## config.mk

```make
export PLATFORM = sky130hd
export DESIGN_NAME = multicycle_controller
export DESIGN_NICKNAME = d
export VERILOG_FILES = /design/src/rtl/multicycle_controller.sv
export SDC_FILE = /design/constraint.sdc
export NUM_CORES = 1
export LEC_CHECK = 0
export CAP_MARGIN = 25
export CORE_MARGIN = 2
export CORE_UTILIZATION = 50
export DETAILED_ROUTE_END_ITERATION = 10
export PLACE_DENSITY_LB_ADDON = 0.3
export SLEW_MARGIN = 15
export SYNTH_ARGS = -nofsm -noshare
export SYNTH_HDL_FRONTEND = slang
export SYNTH_SLANG_ARGS = --single-unit
```

## constraint.sdc

```tcl
create_clock -name clk -period 3.3 [get_ports clk]
set_input_delay 0.99 -clock clk [delete_from_list [all_inputs] [get_ports clk]]
set_output_delay 0.99 -clock clk [all_outputs]
set_load 0.02 [all_outputs]
```

## src/rtl/multicycle_controller.sv

```systemverilog
// Multi-cycle RV32I control FSM: FETCH/DECODE/EXEC/MEM/WB over a ready-handshaked memory port.
// Define MULTICYCLE_CTRL_ILLEGAL_TRAP_EN to send unknown opcodes to ERROR instead of treating them as NOPs.
module multicycle_controller #(
  parameter int TIMEOUT_W   = 4,
  parameter int MEM_TIMEOUT = 12
) (
  input  logic       clk,
  input  logic       reset,
  input  logic [6:0] opcode,
  input  logic       br_taken,
  input  logic       mem_ready,
  output logic       mem_req,
  output logic       mem_we,
  output logic       mem_sel,
  output logic       ir_write,
  output logic       pc_write,
  output logic [1:0] pc_src,
  output logic [1:0] alu_op,
  output logic       alu_src_b,
  output logic       reg_write,
  output logic [1:0] wb_sel,
  output logic       halted,
  output logic       mem_timeout,
  output logic       illegal_instr,
  output logic [2:0] state
);

  typedef enum logic [2:0] {
    S_FETCH = 3'd0, S_DECODE = 3'd1, S_EXEC = 3'd2, S_MEM = 3'd3,
    S_WB = 3'd4, S_HALT = 3'd5, S_ERROR = 3'd6
  } state_t;

  typedef enum logic [3:0] {
    C_R, C_I, C_LW, C_SW, C_BR, C_JAL, C_JALR, C_HALT, C_BAD
  } cls_t;

  localparam logic [TIMEOUT_W-1:0] LIMIT = TIMEOUT_W'(MEM_TIMEOUT);

  state_t               st;
  cls_t                 cls, dec_cls;
  logic [TIMEOUT_W-1:0] cnt, cnt_inc;
  logic                 expire;
  logic                 tmo_q;
`ifdef MULTICYCLE_CTRL_ILLEGAL_TRAP_EN
  logic                 ill_q;
`endif

  always_comb begin
    case (opcode)
      7'b0110011: dec_cls = C_R;
      7'b0010011: dec_cls = C_I;
      7'b0000011: dec_cls = C_LW;
      7'b0100011: dec_cls = C_SW;
      7'b1100011: dec_cls = C_BR;
      7'b1101111: dec_cls = C_JAL;
      7'b1100111: dec_cls = C_JALR;
      7'b1111111: dec_cls = C_HALT;
      default:    dec_cls = C_BAD;
    endcase
  end

  // Counter saturates; expiry fires in the MEM_TIMEOUT-th consecutive wait cycle unless ready arrives then.
  assign cnt_inc = (cnt == '1) ? cnt : cnt + TIMEOUT_W'(1);
  assign expire  = !mem_ready && (MEM_TIMEOUT != 0) && (cnt == LIMIT - TIMEOUT_W'(1));

  always_ff @(posedge clk) begin
    if (reset) begin
      st    <= S_FETCH;
      cls   <= C_BAD;
      cnt   <= '0;
      tmo_q <= 1'b0;
`ifdef MULTICYCLE_CTRL_ILLEGAL_TRAP_EN
      ill_q <= 1'b0;
`endif
    end else begin
      case (st)
        S_FETCH, S_MEM: begin
          if (mem_ready) begin
            cnt <= '0;
            if (st == S_FETCH)   st <= S_DECODE;
            else if (cls == C_LW) st <= S_WB;
            else                 st <= S_FETCH;
          end else if (expire) begin
            st    <= S_ERROR;
            tmo_q <= 1'b1;
            cnt   <= cnt_inc;
          end else begin
            cnt <= cnt_inc;
          end
        end
        S_DECODE: begin
          cls <= dec_cls;
          cnt <= '0;
          case (dec_cls)
            C_HALT: st <= S_HALT;
            C_BAD: begin
`ifdef MULTICYCLE_CTRL_ILLEGAL_TRAP_EN
              st    <= S_ERROR;
              ill_q <= 1'b1;
`else
              st    <= S_FETCH;
`endif
            end
            default: st <= S_EXEC;
          endcase
        end
        S_EXEC: begin
          cnt <= '0;
          case (cls)
            C_LW, C_SW: st <= S_MEM;
            C_BR:       st <= S_FETCH;
            default:    st <= S_WB;
          endcase
        end
        S_WB: begin
          cnt <= '0;
          st  <= S_FETCH;
        end
        default: ;
      endcase
    end
  end

  // Outputs are decoded from state; the reset cycle forces everything low.
  always_comb begin
    mem_req       = 1'b0;
    mem_we        = 1'b0;
    mem_sel       = 1'b0;
    ir_write      = 1'b0;
    pc_write      = 1'b0;
    pc_src        = 2'b00;
    alu_op        = 2'b00;
    alu_src_b     = 1'b0;
    reg_write     = 1'b0;
    wb_sel        = 2'b00;
    halted        = 1'b0;
    mem_timeout   = 1'b0;
    illegal_instr = 1'b0;
    state         = 3'd0;
    if (!reset) begin
      state       = st;
      mem_timeout = tmo_q;
`ifdef MULTICYCLE_CTRL_ILLEGAL_TRAP_EN
      illegal_instr = ill_q;
`endif
      case (st)
        S_FETCH: begin
          mem_req  = 1'b1;
          ir_write = mem_ready;
        end
`ifndef MULTICYCLE_CTRL_ILLEGAL_TRAP_EN
        S_DECODE: pc_write = (dec_cls == C_BAD);
`endif
        S_EXEC: begin
          case (cls)
            C_R: alu_op = 2'b10;
            C_I: begin
              alu_op    = 2'b10;
              alu_src_b = 1'b1;
            end
            C_LW, C_SW: alu_src_b = 1'b1;
            C_BR: begin
              alu_op   = 2'b01;
              pc_write = 1'b1;
              pc_src   = br_taken ? 2'b01 : 2'b00;
            end
            default: ;
          endcase
        end
        S_MEM: begin
          mem_req   = 1'b1;
          mem_sel   = 1'b1;
          mem_we    = (cls == C_SW);
          alu_src_b = 1'b1;
          pc_write  = mem_ready && (cls == C_SW);
        end
        S_WB: begin
          reg_write = 1'b1;
          pc_write  = 1'b1;
          if (cls == C_LW)                        wb_sel = 2'b01;
          else if (cls == C_JAL || cls == C_JALR) wb_sel = 2'b10;
          if (cls == C_JAL)       pc_src = 2'b10;
          else if (cls == C_JALR) pc_src = 2'b11;
        end
        S_HALT: halted = 1'b1;
        default: ;
      endcase
    end
  end

endmodule

```

After elaboration in Yosys (flattened, before gate mapping) --
Index checks and enable logic that the tools add are counted.
Storage, ports and cells: register bits 12, input port bits 11, output and inout port bits 19, logic and storage cells 91
Operators by class: add/subtract/negate cells 1, equality and inequality tests 25, multiplexer cells 44, bitwise logic cells 1, reduce and logical (&&, ||, !) cells 16
Operator list (number):
- 4-bit one-hot mux with 8 select lines | 1
- 7-bit == test (second input constant) | 4
- 1-bit two-way mux | 19
- 2-bit two-way mux | 9
- 4-bit by 3-bit == test with 1-bit output (second input constant) | 4
- 3-bit two-way mux | 5
- 7-bit by 6-bit == test with 1-bit output (second input constant) | 2
- 4-bit == test (second input constant) | 3
- 3-bit one-hot mux with 2 select lines | 2
- 3-bit one-hot mux with 4 select lines | 1
- 4-bit by 2-bit == test with 1-bit output (second input constant) | 2
- 4-bit two-way mux | 2
- 2-bit one-hot mux with 2 select lines | 2
- 4-bit one-hot mux with 2 select lines | 1
- 7-bit by 2-bit == test with 1-bit output (second input constant) | 1
- 7-bit by 5-bit == test with 1-bit output (second input constant) | 1
- 3-bit by 2-bit == test with 1-bit output (second input constant) | 2
- 3-bit == test (second input constant) | 2
- 2-bit OR reduction | 3
- 3-bit OR reduction | 2
- 4-bit by 1-bit adder with 4-bit output (second input constant) | 1
- 4-bit by 1-bit == test with 1-bit output (second input constant) | 1
- 4-bit logical NOT | 1
- 1-bit one-hot mux with 4 select lines | 1
- 13 further kinds | 15

Longest topological paths before layout --
word-level depth 6, depth in mapped cells 6, depth with buffers taken out 5

Worst setup path after synthesis --
Ideal clock, no wire load.
path type input to output, start point input port reset, end point output port pc_src[1], arrival time 2.184 ns, required time 2.310 ns, slack 0.126 ns, stages on the path 6, path buffers 1, cells stage by stage clkbuf_1 > inv_1 > nand2_1 > inv_1 > nand2_1 > nor3_1
On the way: cells in the longest elaborated chain, start to end 1
RTL lines:
- start, declared | RTL line 8 | input logic reset,
- 2-bit two-way mux | RTL line 140 | if (!reset) begin
- end, declared | RTL line 17 | output logic [1:0] pc_src,
No other way between the ends.

Worst setup path after layout --
start point input port opcode[3], end point output port pc_write
On the way: cells in the longest elaborated chain, start to end 5, elaborated cells on any way between the ends 12, classes of those cells eq/ne: 9; mux: 3
RTL lines:
- start, declared | RTL line 9 | input logic [6:0] opcode,
- 7-bit == test, or another cell as far along | RTL line 49 | case (opcode)
- 4-bit one-hot mux with 8 select lines (*) | RTL line 49
- 4-bit == test (*) | RTL line 152 | S_DECODE: pc_write = (dec_cls == C_BAD);
- 1-bit one-hot mux with 4 select lines (*) | RTL line 146 | case (st)
- 1-bit two-way mux (*) | RTL line 140
- end, declared | RTL line 16 | output logic pc_write,
Every way passes the cells marked *; elsewhere a longest branch is shown, timed or not.

==> flow_summary.yaml <==
power:
  power.density_nw_per_um2: 540
  cellLeakagePower_nw: 0.674
  max-vdd-ir-drop_uv: 367
  total_power_w: 0.000793
detailed_routing:
  drt_iter0_markers: 68
  drc_errors: 0
  num_vias: 1282
  via_per_inst: 6.08
  totalWireLength_mm: 3.20
  dr.pass1.iters: 4
  routedWlPerCell_um: 15.2
  route.antenna.remaining_nets: 0
placed_design:
  gp_congestion: 0.849
  portBuffers: 28
  place_hpwl_mm: 2.20
sta:
  relSlewSlack: 0.646
  setup_viol: 0
  hold_violations: 0
  slew_viol_final: 0
  fin_crit_sh: 0.992
  finalCriticalPeriod_ns: 3.27
  finClkSkew_ns: 0.00574
  clock.fmax_mhz: 306
  worst_pin_slew_ns: 0.524
clock_network:
  cts_tree: "yes"
  cts.sinks: 12
  cts.path.max_buffers: 2
  cts_root_buf: "clkbuf_4"
  htree_num_levels: 1
  clock_latency_ns: 0.28
  clk_pin_slew_ns: 0.08
  cts_made_buffers: 3
grt:
  grt_pass1_wl_mm: 4.94
  grt_max_degree: 19
  first_global_vias: 1156
  overflow: 0
  grt_usage: 0.249
  antenna_found_initial: 0
setup_path:
  cp-start-kind: "primary input"
  worstPathMaxFanout: 5
  cp_data_required_time_ns: 2.31
  cp_slowest_cell: "dlygate4sd2_1"
  cp.arrival_ns: 2.28
  critPathCaptureType: "primary output"
  max_stage_delay_ns: 0.35
  path_cells: "dlygate4sd2_1, nor2b_2, o31ai_4, a31o_2, a31oi_1, buf_4"
  crit_type: "primary input to primary output"
final_layout:
  syn2layout_area_growth_pct: 38.4
  seq_area_um2: 240
  drive_above_1_share: 0.207
  final_util: 0.741
  final_common_cell: "buf_4"
  fill_cells: 154
  layout_common_cells: "16 x buf_4, 13 x nor2_1, 13 x dlygate4sd2_1"
  diodes: 0
  final_nets: 197
  multi_input_area_um2: 768
logic_synthesis:
  synth_flop_cell: "dfxtp_1"
  synth-edff-count: 0
  synth.distinct_cells: 48
  ys_ff_latch: 12
  synthCells: 149
  synth_area_per_cell_um2: 7.12
  synth_warnings: 0
  async_reset_ff_frac: 0
  yosysSeqAreaShare: 0.226
  synthesis.area_um2: 1060
  syn-num-nets: 161
die:
  die-area_um2: 2510
  die_height_um: 50.1
  io_pins: 30
  initial_core_util: 0.535
  fp-row-count: 16
  die_w_um: 50.1
  core_um2: 1980
run:
  cap_violations: 0
hold_path:
  min_path_type: "flop to flop"
outcome:
  status: "complete, no violations"
==> what timing repair did <==
action,CTS,global route
setup endpoints to repair,18,8
gates resized for setup,35,17
pin swaps,0,4
setup buffers,0,0
hold buffers,0,0
==> cell families after synthesis <==
logic type	synth area share
buffers and inverters	0.0790
xor gates and xnor gates	0.0413
AOI/OAI and AO/OA	0.224
muxes	0.0189
and+or+nand+nor	0.395
other	0.00353
adders and majority gates	0.0118
DFF	0.226
==> cells in the mapped netlist, types with 2 or more instances <==
| cell type | count | share of area |
|---|---|---|
| nand2_1 | 13 | 0.046 |
| nor2_1 | 13 | 0.046 |
| dfxtp_1 | 12 | 0.23 |
| clkbuf_1 | 9 | 0.032 |
| nor2b_1 | 9 | 0.053 |
| a21oi_1 | 8 | 0.038 |
| inv_1 | 7 | 0.025 |
| nor3_1 | 7 | 0.033 |
| and3_1 | 4 | 0.024 |
| nand2b_1 | 4 | 0.024 |
| nor4_1 | 4 | 0.024 |
| o21ai_0 | 4 | 0.019 |
| or3_1 | 4 | 0.024 |
| a211oi_1 | 3 | 0.021 |
| a31o_2 | 3 | 0.025 |
| xnor2_1 | 3 | 0.025 |
| a22oi_1 | 2 | 0.014 |
| a31oi_1 | 2 | 0.012 |
| mux2i_1 | 2 | 0.019 |
| nand4_1 | 2 | 0.012 |
| nor3b_1 | 2 | 0.014 |
| nor4b_1 | 2 | 0.017 |
| o31ai_1 | 2 | 0.014 |
| or2_2 | 2 | 0.012 |
| or4_1 | 2 | 0.014 |
| xor2_1 | 2 | 0.017 |
==> report_power, final <==
| group | leakage, nW | internal, W | total, W | switching, W |
|---|---|---|---|---|
| combinational | 0.555 | 0.000196 | 0.000457 | 0.000260 |
| clock | 0.0210 | 0.0000671 | 0.000120 | 0.0000533 |
| sequential | 0.0976 | 0.000170 | 0.000216 | 0.0000461 |
==> cell type report <==
type                            count  share of cell area
Timing Repair Buffer               43               0.248
Inverter                            7              0.0179
Tap cell                           27              0.0230
Multi-Input combinational cell    118               0.523
Clock buffer                        4              0.0247
Sequential cell                    12               0.164
==> through the flow <==
stage                     hold slack, ns  cell area [um^2]  TNS [ns]  worst slack [ns]  instances
after global routing               0.529              1470   -0.0390           -0.0390        211
final                              0.505              1470         0            0.0280        211
after floorplan                    0.460              1060         0             0.126        149
after CTS                          0.508              1450   -0.0749           -0.0749        211
after global placement             0.479              1430     -3.76            -0.540        207
after detailed placement           0.494              1430     -3.86            -0.608        207
==> critical path, delay by kind of cell <==
kind / cells / cell delay [ns]
buf+inv: 2 / 0.52
compound gates: 3 / 0.48
simple gates: 1 / 0.30
==> metal layers <==
metal | global-route usage | part of all wire
met3 | 0.0485 | 0.073
met5 | 0 | 0
met2 | 0.450 | 0.51
met1 | 0.292 | 0.40
met4 | 0.0741 | 0.019
==> state kept, by name, summed over array words and instances, names as in the netlist <==
name,count
tmo_q,1
cls,4
st,3
cnt,4
==> worst paths after layout <==
kind              from  endpoint  slack, ns  cells after the start
max          opcode[3]  pc_write       0.03                      6
max reg2reg      st[0]    cls[2]       1.46                      4
min reg2reg     cls[2]    cls[2]       0.51                      2
min             cls[2]    cls[2]       0.51                      2
(Power assumes the default switching activity.)
